`src/rtl/if_id_stage_if.sv`:
```
// Fetch-stage bundle: hazard-unit controls, EX/ID redirects, instruction memory
// and the IF/ID register outputs consumed by decode.
interface if_id_stage_if #(
  parameter int CNT_W = 16
);
  logic             PC_Wr_en;
  logic             IF_ID_Wr_en;
  logic             IF_ID_flush;
  logic             branch_taken;
  logic [31:0]      branch_target;
  logic             jump_en;
  logic [31:0]      jump_target;
  logic [31:0]      imem_instr;
  logic [31:0]      imem_addr;
  logic [31:0]      IF_ID_instr;
  logic [31:0]      IF_ID_PC_plus4;
  logic             IF_ID_valid;
  logic [CNT_W-1:0] stall_cnt;
  logic [CNT_W-1:0] flush_cnt;

  modport master (
    output PC_Wr_en, IF_ID_Wr_en, IF_ID_flush, branch_taken, branch_target,
           jump_en, jump_target, imem_instr,
    input  imem_addr, IF_ID_instr, IF_ID_PC_plus4, IF_ID_valid, stall_cnt, flush_cnt
  );

  modport slave (
    input  PC_Wr_en, IF_ID_Wr_en, IF_ID_flush, branch_taken, branch_target,
           jump_en, jump_target, imem_instr,
    output imem_addr, IF_ID_instr, IF_ID_PC_plus4, IF_ID_valid, stall_cnt, flush_cnt
  );
endinterface

```
`src/rtl/if_id_stage.sv`:
```
// MIPS pipeline front end: PC register, next-PC selection, IF/ID register with
// stall/flush, and saturating stall/flush event counters.
module if_id_stage #(
  parameter logic [31:0] PC_RESET  = 32'h0000_0000,
  parameter logic [31:0] NOP_INSTR = 32'h0000_0000,
  parameter int          CNT_W     = 16
) (
  input  logic         clk,
  input  logic         reset,
  if_id_stage_if.slave bus
);

  logic [31:0]      pc;
  logic [31:0]      pc_next;
  logic [31:0]      pc_plus4;
  logic [31:0]      ifid_instr;
  logic [31:0]      ifid_pc4;
  logic             ifid_valid;
  logic [CNT_W-1:0] stall_cnt;
  logic [CNT_W-1:0] flush_cnt;

  assign pc_plus4 = pc + 32'd4;

  // A taken branch overrides a PC stall; a jump waits until the stall clears.
  always_comb begin
    pc_next = pc;
    if (bus.branch_taken)
      pc_next = bus.branch_target;
    else if (bus.PC_Wr_en)
      pc_next = bus.jump_en ? bus.jump_target : pc_plus4;
  end

  always_ff @(posedge clk or posedge reset) begin
    if (reset)
      pc <= PC_RESET;
    else
      pc <= pc_next;
  end

  always_ff @(posedge clk or posedge reset) begin
    if (reset) begin
      ifid_instr <= NOP_INSTR;
      ifid_pc4   <= PC_RESET;
      ifid_valid <= 1'b0;
    end else if (bus.IF_ID_flush) begin
      ifid_instr <= NOP_INSTR;
      ifid_pc4   <= '0;
      ifid_valid <= 1'b0;
    end else if (bus.IF_ID_Wr_en) begin
      ifid_instr <= bus.imem_instr;
      ifid_pc4   <= pc_plus4;
      ifid_valid <= 1'b1;
    end
  end

  always_ff @(posedge clk or posedge reset) begin
    if (reset) begin
      stall_cnt <= '0;
      flush_cnt <= '0;
    end else begin
      if (bus.IF_ID_flush) begin
        if (flush_cnt != '1)
          flush_cnt <= flush_cnt + 1'b1;
      end else if (!bus.IF_ID_Wr_en) begin
        if (stall_cnt != '1)
          stall_cnt <= stall_cnt + 1'b1;
      end
    end
  end

  assign bus.imem_addr      = pc;
  assign bus.IF_ID_instr    = ifid_instr;
  assign bus.IF_ID_PC_plus4 = ifid_pc4;
  assign bus.IF_ID_valid    = ifid_valid;
  assign bus.stall_cnt      = stall_cnt;
  assign bus.flush_cnt      = flush_cnt;

endmodule

```
`src/flat_wrapper.sv`:
```
// flat-port wrapper written by rule: the top's interface ports become plain ports
module if_id_stage_flat 
#(
  parameter logic [31:0] PC_RESET  = 32'h0000_0000,
  parameter logic [31:0] NOP_INSTR = 32'h0000_0000,
  parameter int          CNT_W     = 16
)
  (clk, reset, bus_PC_Wr_en, bus_IF_ID_Wr_en, bus_IF_ID_flush, bus_branch_taken, bus_branch_target, bus_jump_en, bus_jump_target, bus_imem_instr, bus_imem_addr, bus_IF_ID_instr, bus_IF_ID_PC_plus4, bus_IF_ID_valid, bus_stall_cnt, bus_flush_cnt);
  if_id_stage_if #(.CNT_W(CNT_W)) bus_i ();
  input  logic clk;
  input  logic reset;
  input wire logic [$bits(bus_i.PC_Wr_en)-1:0] bus_PC_Wr_en;
  input wire logic [$bits(bus_i.IF_ID_Wr_en)-1:0] bus_IF_ID_Wr_en;
  input wire logic [$bits(bus_i.IF_ID_flush)-1:0] bus_IF_ID_flush;
  input wire logic [$bits(bus_i.branch_taken)-1:0] bus_branch_taken;
  input wire logic [$bits(bus_i.branch_target)-1:0] bus_branch_target;
  input wire logic [$bits(bus_i.jump_en)-1:0] bus_jump_en;
  input wire logic [$bits(bus_i.jump_target)-1:0] bus_jump_target;
  input wire logic [$bits(bus_i.imem_instr)-1:0] bus_imem_instr;
  output wire logic [$bits(bus_i.imem_addr)-1:0] bus_imem_addr;
  output wire logic [$bits(bus_i.IF_ID_instr)-1:0] bus_IF_ID_instr;
  output wire logic [$bits(bus_i.IF_ID_PC_plus4)-1:0] bus_IF_ID_PC_plus4;
  output wire logic [$bits(bus_i.IF_ID_valid)-1:0] bus_IF_ID_valid;
  output wire logic [$bits(bus_i.stall_cnt)-1:0] bus_stall_cnt;
  output wire logic [$bits(bus_i.flush_cnt)-1:0] bus_flush_cnt;
  assign bus_i.PC_Wr_en = bus_PC_Wr_en;
  assign bus_i.IF_ID_Wr_en = bus_IF_ID_Wr_en;
  assign bus_i.IF_ID_flush = bus_IF_ID_flush;
  assign bus_i.branch_taken = bus_branch_taken;
  assign bus_i.branch_target = bus_branch_target;
  assign bus_i.jump_en = bus_jump_en;
  assign bus_i.jump_target = bus_jump_target;
  assign bus_i.imem_instr = bus_imem_instr;
  assign bus_imem_addr = bus_i.imem_addr;
  assign bus_IF_ID_instr = bus_i.IF_ID_instr;
  assign bus_IF_ID_PC_plus4 = bus_i.IF_ID_PC_plus4;
  assign bus_IF_ID_valid = bus_i.IF_ID_valid;
  assign bus_stall_cnt = bus_i.stall_cnt;
  assign bus_flush_cnt = bus_i.flush_cnt;
  if_id_stage #(.PC_RESET(PC_RESET), .NOP_INSTR(NOP_INSTR), .CNT_W(CNT_W)) u_core (.clk(clk), .reset(reset), .bus(bus_i));
endmodule
```
`config.mk`:
```
export PLATFORM = sky130hd
export DESIGN_NAME = if_id_stage_flat
export DESIGN_NICKNAME = d
export VERILOG_FILES = /design/src/rtl/if_id_stage_if.sv /design/src/rtl/if_id_stage.sv /design/src/flat_wrapper.sv
export SDC_FILE = /design/constraint.sdc
export NUM_CORES = 1
export LEC_CHECK = 0
export CORE_AREA = 2 2 90 157
export CTS_BUF_LIST = sky130_fd_sc_hd__clkbuf_4
export DETAILED_ROUTE_END_ITERATION = 16
export DIE_AREA = 0 0 92 159
export PLACE_DENSITY_LB_ADDON = 0.25
export SLEW_MARGIN = 40
export SYNTH_ARGS = -nofsm -noshare
export SYNTH_HDL_FRONTEND = slang
export SYNTH_SLANG_ARGS = --single-unit
```
`constraint.sdc`:
```
create_clock -name clk -period 7.2 [get_ports clk]
set_input_delay 1.44 -clock clk [delete_from_list [all_inputs] [get_ports clk]]
set_output_delay 1.44 -clock clk [all_outputs]
set_load 0.02 [all_outputs]
```
## Word level (Yosys, flattened, before mapping)

Cells that the tools add are included.
Widths: inputs -> output; s select.

| word-level totals | value |
|---|---|
| register bits after elaboration | 129 |
| bits in latches | 0 |
| bits in writable memories | 0 |
| bits in read-only memories | 0 |
| input bits | 103 |
| output and inout port bits | 129 |
| word-level logic and storage cells | 26 |
| memories | 0 |

| cells by class | value |
|---|---|
| add/sub/neg operators | 3 |
| multipliers | 0 |
| div/mod/pow operators | 0 |
| magnitude comparators | 0 |
| eq/ne operators | 2 |
| shifts and indexed selects | 0 |
| multiplexer cells | 9 |
| bitwise gates (word level) | 2 |
| reductions and logical operators | 4 |

Operator list:

| kind | count |
|---|---|
| $mux 32 | 7 |
| $add 16x1->16 const B | 2 |
| $add 32x3->32 const B | 1 |
| $ne 16x16->1 const B | 2 |
| $reduce_bool 2->1 | 2 |
| $reduce_and 3->1 | 1 |
| $mux 1 | 2 |
| $not 1->1 | 2 |
| $reduce_and 2->1 | 1 |

## Logic depth before layout (Yosys ltp)

Gate-level depths: netlist of the first run.

| logic depth | value |
|---|---|
| depth after elaboration | 4 |
| gate-level depth with buffers | 8 |
| gate-level depth less buffers | 6 |

## Worst setup path after synthesis of the first run

No wires, ideal clock.

| path | value |
|---|---|
| kind | in2reg |
| from | in bus_IF_ID_Wr_en |
| to | reg u_core.ifid_pc4[0] (netlist: u_core.bus.IF_ID_PC_plus4[0]) |
| setup time | 0.133 ns |
| arrival | 2.647 ns |
| required time | 7.067 ns |
| path slack | 4.420 ns |
| stages on the path | 5 |
| buffers on the path | 3 |
| cells stage by stage | clkbuf_1 -> clkbuf_1 -> clkbuf_1 -> mux2i_1 -> nor2_1 |

| between the ends | value |
|---|---|
| word-level cells in the longest chain between the ends | 1 |

Ends and longest elaborated chain:

| element | line | source |
|---|---|---|
| from (decl) | flat_wrapper.sv:13 | `input wire logic [$bits(bus_i.IF_ID_Wr_en)-1:0] bus_IF_ID_Wr_en;` |
| $reduce_bool 2->1 (no line) | - |  |
| to (signal assigned) | if_id_stage.sv:51 | `ifid_pc4 <= pc_plus4;` |
| to (decl) | if_id_stage.sv:17 | `logic [31:0] ifid_pc4;` |

Every way passes these cells.
A chain may end at the register's enable or synchronous reset.

## Final worst setup path of the first run

| path | value |
|---|---|
| from | reg u_core.pc[4] (netlist: u_core.bus.imem_addr[4]) |
| to | out bus_imem_addr[4] |

RTL lines:

| element | line | source |
|---|---|---|
| from (decl) | if_id_stage.sv:13 | `logic [31:0] pc;` |
| from (signal assigned) | if_id_stage.sv:37 | `pc <= pc_next;` |
| to (decl) | flat_wrapper.sv:20 | `output wire logic [$bits(bus_i.imem_addr)-1:0] bus_imem_addr;` |

No word-level cell between the ends.

==> results.py, run 1 <==
metrics = {
    "global_routing": {
        "grt_overflow_total": 0,
        "met2_usage_pct": 46.6,
        "grtUsageMet3_pct": 3.93,
        "grt_pass1_vias": 6106,
        "grt_max_degree": 84,
        "grt_pass1_wl_mm": 30.0,
        "grt_use_total_pct": 25.6,
        "grtUsageMet1_pct": 28.4,
        "antenna_found_initial": 1,
        "grt_most_used_layer": "met2",
    },
    "sta": {
        "holdWs_ns": 0.490,
        "finalSetupViolCount": 0,
        "fmax_mhz": 312,
        "final_hold_viol_count": 0,
        "fin_tns_setup_ns": 0,
        "slew_viol_final": 0,
        "fin_skew_ns": 0.0202,
        "slew_headroom_pct": 48.4,
        "period_minus_slack_ns": 3.20,
        "period_share_pct": 44.5,
        "rsz0062_at_grt": "no",
        "tightestPinTransition_ns": 0.774,
    },
    "detailed_routing": {
        "ant_nets": 0,
        "avgRoutedWirePerCell_um": 16.7,
        "viasPerCell": 5.55,
        "initialDrtViolationCount": 313,
        "finalWirelength_mm": 18.5,
        "drc_errors": 0,
        "first_pass_iters": 5,
        "vias": 6152,
    },
    "layout": {
        "utilization_pct": 70.6,
        "layout-drive-gt1-share_pct": 6.75,
        "syn_to_final_growth_pct": 40.7,
        "multiInputGateArea_sq_um": 3220,
        "nFillCells": 1023,
        "final_nets": 1026,
        "regArea_sq_um": 3230,
    },
    "floorplan": {
        "ios": 232,
        "coreArea_sq_um": 13300,
        "initial_core_util_pct": 50.2,
        "design.die.area_sq_um": 14600,
        "die_h_um": 159,
        "die_w_um": 92,
        "rows": 56,
    },
    "outcome": {
        "status": "finished, final reports clean",
    },
    "logic_synthesis": {
        "synth.avg_cell_area_sq_um": 9.45,
        "yosysUniqueCellTypes": 50,
        "synthFlopType": "dfrtp_1",
        "yosys.area.top_type_share_pct": 48.3,
        "synthCells": 707,
        "ys_seq_area_share_pct": 48.3,
        "synthTopCellsByCount": "dfrtp_1, nor2_1, nand2_1",
        "synth-edff-count": 0,
        "syn_area_sq_um": 6680,
        "synth_top_area_cell": "dfrtp_1",
        "synth.net_count": 813,
        "ys_ff_latch": 129,
        "ys_warn_count": 0,
        "synth_most_common_cell": "dfrtp_1",
        "ys_async_sr_fraction_pct": 100,
        "synthTopCellsByArea": "dfrtp_1, mux2i_1, nor2_1",
    },
    "setup_path": {
        "path_buf_inv": 1,
        "start_kind": "flop",
        "crit_arrival_ns": 1.76,
        "worstPathRequired_ns": 5.76,
        "crit_path_max_incr_delay_ns": 0.68,
        "critPathKind": "reg -> out",
        "cp_cell_sequence": "clkdlybuf4s50_1",
        "crit_family": "buffers and inverters",
        "cp-end-kind": "output pin",
        "critPathSlowestCell": "clkdlybuf4s50_1",
        "path_max_fanout": 8,
    },
    "cts": {
        "cts.repair.resized": 0,
        "holdBufCountCts": 0,
        "cts.reportedPaths.clkPinSlew_ns": 0.11,
        "clock_latency_ns": 0.51,
        "h-tree-depth": 4,
        "clock-sinks": 129,
        "numCtsBuffers": 17,
        "post_cts_buffers": 0,
        "clock-root-buffer": "clkbuf_4",
        "clock_path_buffers": 2,
        "cts_tree": "yes",
    },
    "power": {
        "power_density_nw_per_um2": 219,
        "vdd_drop_max_v": 0.000104,
        "p_leak_nw": 3.98,
    },
    "placed_design": {
        "gp_congestion": 0.900,
        "port_buffers": 231,
        "hpwl_mm": 13.9,
    },
    "run": {
        "drv_cap": 0,
    },
    "min_path": {
        "hold_class": "reg -> reg",
    },
}
[path summary, 6_finish.rpt]
path                                                      start                                   endpoint  slack, ns  cells past startpoint
setup / recovery            u_core.bus.imem_addr[4]$_DFFE_PP0P_                           bus_imem_addr[4]       4.00                      1
hold / removal             u_core.bus.flush_cnt[14]$_DFFE_PP0P_       u_core.bus.flush_cnt[14]$_DFFE_PP0P_       0.49                      1
setup reg to reg            u_core.bus.imem_addr[2]$_DFFE_PP0P_  u_core.bus.IF_ID_PC_plus4[28]$_DFFE_PP0N_       4.68                      6
hold reg to reg            u_core.bus.flush_cnt[14]$_DFFE_PP0P_       u_core.bus.flush_cnt[14]$_DFFE_PP0P_       0.49                      1
max in group asynchronous                                 reset  u_core.bus.IF_ID_PC_plus4[31]$_DFFE_PP0N_       4.69                      3
min in group asynchronous                                 reset     u_core.bus.IF_ID_instr[23]$_DFFE_PP0N_       1.39                      2
[flip-flops by register name (all words and copies together) (netlist names)]
name	cells
u_core.bus.IF_ID_PC_plus4	32
u_core.bus.IF_ID_instr	32
u_core.bus.imem_addr	32
u_core.bus.flush_cnt	16
u_core.bus.stall_cnt	16
u_core.bus.IF_ID_valid	1
[metrics by stage]
stage	setup slack [ns]	power, mW	area (sq um)	cells
after floorplan	2.32	1.25	6680	707
after global placement	2.96	1.53	9080	1075
after detailed placement	3.27	1.55	9100	1075
after CTS	3.86	2.07	9400	1107
after global routing	3.90	2.16	9400	1108
final	4.00	2.06	9400	1108
[area by class of cell]
cell class | count | area share (%)
clock buffers | 18 | 1.44
clock inverters | 14 | 1.76
flip-flops and latches | 129 | 34.4
inverters | 20 | 0.826
multi-input cells | 515 | 34.2
well taps | 174 | 2.32
diodes | 1 | 0.0266
repair buffers | 237 | 25.0
[cell families after synthesis]
logic type	share of synthesized area (%)
AO/OA/AOI/OAI	15.1
XOR/XNOR	6.82
adder cells (fa/ha/maj)	0.562
buffers and inverters	3.63
flip-flops	48.3
multiplexers	6.35
AND/OR/NAND/NOR	19.2
[power breakdown]
group          leakage (nW)  internal, mW  total [mW]  switching, mW
sequential             1.65         0.810       0.923          0.114
clock                 0.152         0.243       0.516          0.273
combinational          2.18         0.307       0.616          0.309
[layer usage]
metal,vias to the layer above,routed length (um)
li1,2930,-
met1,2935,6850
met2,246,10200
met3,41,852
met4,0,662
met5,-,0
[placed cells by master, fill, tap and decap left out, types with 4 or more instances in the layout]
cell,instances
o22ai_1,4
nand2_1,63
nand4_1,17
a31oi_1,5
clkinvlp_4,4
dfrtp_1,129
and3_1,10
nor3_1,9
mux2i_1,39
a21oi_1,34
xnor2_1,35
buf_4,5
a21o_1,6
and4_1,5
o21ai_0,43
clkdlybuf4s50_1,228
o2bb2a_1,4
nand3_1,42
a2bb2oi_1,14
xor2_1,17
inv_1,18
a211oi_1,25
clkbuf_4,18
nor2_1,92
Power figures use the tool's default switching activity.
==> run 2, diff against run 1 <==
--- a/config.mk
+++ b/config.mk
@@ -5,10 +5,10 @@
 export SDC_FILE = /design/constraint.sdc
 export NUM_CORES = 1
 export LEC_CHECK = 0
-export CORE_AREA = 2 2 90 157
+export CORE_AREA = 2 2 94 163
 export CTS_BUF_LIST = sky130_fd_sc_hd__clkbuf_4
 export DETAILED_ROUTE_END_ITERATION = 16
-export DIE_AREA = 0 0 92 159
+export DIE_AREA = 0 0 96 165
 export PLACE_DENSITY_LB_ADDON = 0.25
 export SLEW_MARGIN = 40
 export SYNTH_ARGS = -nofsm -noshare
==> constraint.sdc (replaced) <==
create_clock -name clk -period 3.2 [get_ports clk]
set_input_delay 0.64 -clock clk [delete_from_list [all_inputs] [get_ports clk]]
set_output_delay 0.64 -clock clk [all_outputs]
set_load 0.02 [all_outputs]
==> results.py, run 2 (synthesized netlist as in run 1, its figures left out) <==
metrics = {
    "cts": {
        "cts_tree": "yes",
        "clock_latency_ns": 0.52,
        "cts.repair.resized": 0,
        "holdBufCountCts": 0,
        "clock_path_buffers": 2,
        "clock-sinks": 129,
        "numCtsBuffers": 17,
        "h-tree-depth": 4,
        "clock-root-buffer": "clkbuf_4",
        "post_cts_buffers": 0,
        "cts.reportedPaths.clkPinSlew_ns": 0.11,
    },
    "layout": {
        "final_nets": 1034,
        "syn_to_final_growth_pct": 41.4,
        "layout_commonest_cell": "clkdlybuf4s50_1",
        "final_cell_count_no_fill": 1120,
        "final_cell_area_sq_um": 9450,
        "nFillCells": 1242,
        "final_cell_mix": "clkdlybuf4s50_1, dfrtp_1, nor2_1",
        "layout-drive-gt1-share_pct": 6.92,
    },
    "floorplan": {
        "rows": 58,
        "die_w_um": 96,
        "die_h_um": 165,
        "initial_core_util_pct": 46.3,
        "coreArea_sq_um": 14400,
        "ios": 232,
        "design.die.area_sq_um": 15800,
    },
    "detailed_routing": {
        "initialDrtViolationCount": 210,
        "viasPerCell": 5.37,
        "vias": 6019,
        "drc_errors": 0,
        "first_pass_iters": 4,
        "avgRoutedWirePerCell_um": 16.5,
        "ant_nets": 0,
        "finalWirelength_mm": 18.5,
    },
    "placed_design": {
        "gp_congestion": 0.864,
        "dp_worst_setup_slack_ns": 0.868,
        "port_buffers": 231,
        "place_area_sq_um": 9160,
        "hpwl_mm": 14.0,
        "placedCellCount": 1089,
    },
    "setup_path": {
        "crit_arrival_ns": 1.75,
        "crit_family": "buffers and inverters",
        "crit_path_start": "u_core.bus.imem_addr[4]$_DFFE_PP0P_",
        "start_kind": "flop",
        "path_buf_inv": 1,
        "path_max_fanout": 8,
        "crit_path_max_incr_delay_ns": 0.69,
        "timing.rr.end": "u_core.bus.IF_ID_PC_plus4[22]$_DFFE_PP0N_",
        "critPathSlowestCell": "clkdlybuf4s50_1",
        "worstPathRequired_ns": 2.56,
        "r2r-start": "u_core.bus.imem_addr[2]$_DFFE_PP0P_",
        "cp-end-kind": "output pin",
        "reg2reg_depth": 6,
        "r2r_setup_slack_ns": 0.82,
        "critPathKind": "reg -> out",
        "cp_cell_sequence": "clkdlybuf4s50_1",
    },
    "min_path": {
        "hold_path_depth": 2,
        "worstHoldStart": "bus_IF_ID_flush",
        "hold_class": "in -> reg",
        "min_to": "u_core.bus.IF_ID_PC_plus4[25]$_DFFE_PP0N_",
    },
    "global_routing": {
        "grt_pass1_wl_mm": 29.2,
        "grt_pass1_vias": 5859,
        "grt_use_total_pct": 23.8,
        "grt_overflow_total": 0,
        "antenna_found_initial": 1,
        "grt_max_degree": 70,
    },
    "sta": {
        "finalSetupViolCount": 0,
        "fin_ws_ns": 0.805,
        "fin_tns_setup_ns": 0,
        "period_minus_slack_ns": 2.39,
        "slew_headroom_pct": 52.4,
        "slew_viol_final": 0,
        "period_share_pct": 74.8,
        "holdWs_ns": 0.465,
        "fin_skew_ns": 0.0206,
        "final_hold_viol_count": 0,
        "fmax_mhz": 418,
        "rsz0062_at_grt": "no",
        "tightestPinTransition_ns": 0.709,
    },
    "power": {
        "power_density_nw_per_um2": 487,
        "p_leak_nw": 4.03,
        "vdd_drop_max_v": 0.000244,
    },
    "outcome": {
        "status": "finished, final reports clean",
    },
    "run": {
        "drv_cap": 0,
    },
}
==> run 2: worst max path at each step <==
stage	end	cells after the start
after detailed placement	u_core.bus.imem_addr[31]$_DFFE_PP0P_	7
after floorplan	u_core.bus.IF_ID_PC_plus4[0]$_DFFE_PP0N_	1
after global routing	u_core.bus.IF_ID_PC_plus4[22]$_DFFE_PP0N_	6
after global placement	u_core.bus.imem_addr[31]$_DFFE_PP0P_	7
after CTS	bus_imem_addr[10]	1
final	bus_imem_addr[4]	1
==> run 2: where the power goes <==
part           switching [mW]  internal [mW]
logic                   0.694          0.696
clock network           0.600          0.535
registers               0.251           1.82
total                    1.55           3.05
==> run 2: through the flow <==
step / utilization (%) / power [mW]
3_5_place_dp: 63.5 / 3.50
4_1_cts: 65.4 / 4.65
5_1_grt: 65.4 / 4.85
3_3_place_gp: 63.5 / 3.47
2_1_floorplan: - / 2.80
6_report: 65.4 / 4.60
==> run 2: per-layer routing <==
| metal | GRT usage, % | routed length (um) | vias up |
|---|---|---|---|
| met5 | 0 | 0 | - |
| met4 | 9.09 | 400 | 0 |
| met3 | 4.88 | 926 | 29 |
| met2 | 43.3 | 10200 | 180 |
| met1 | 26.4 | 6990 | 2861 |
| li1 | - | - | 2949 |
==> run 2: worst reg2reg max path, stage by stage, from the launching register on <==
cell	delay, ns
dfrtp_1	0.46
ha_1	0.33
nand3_2	0.21
nor4_4	0.63
nand3_1	0.26
xnor2_1	0.18
a211oi_1	0.22
==> run 2: final cells by class <==
class / count / area [sq um] / area share, %
Clock buffer: 18 / 135 / 1.43
Timing Repair Buffer: 245 / 2430 / 25.7
Tap cell: 180 / 225 / 2.38
Sequential cell: 129 / 3230 / 34.2
Inverter: 20 / 78.8 / 0.834
Multi-Input combinational cell: 515 / 3210 / 34.0
Clock inverter: 12 / 144 / 1.52
Antenna cell: 1 / 2.50 / 0.0265
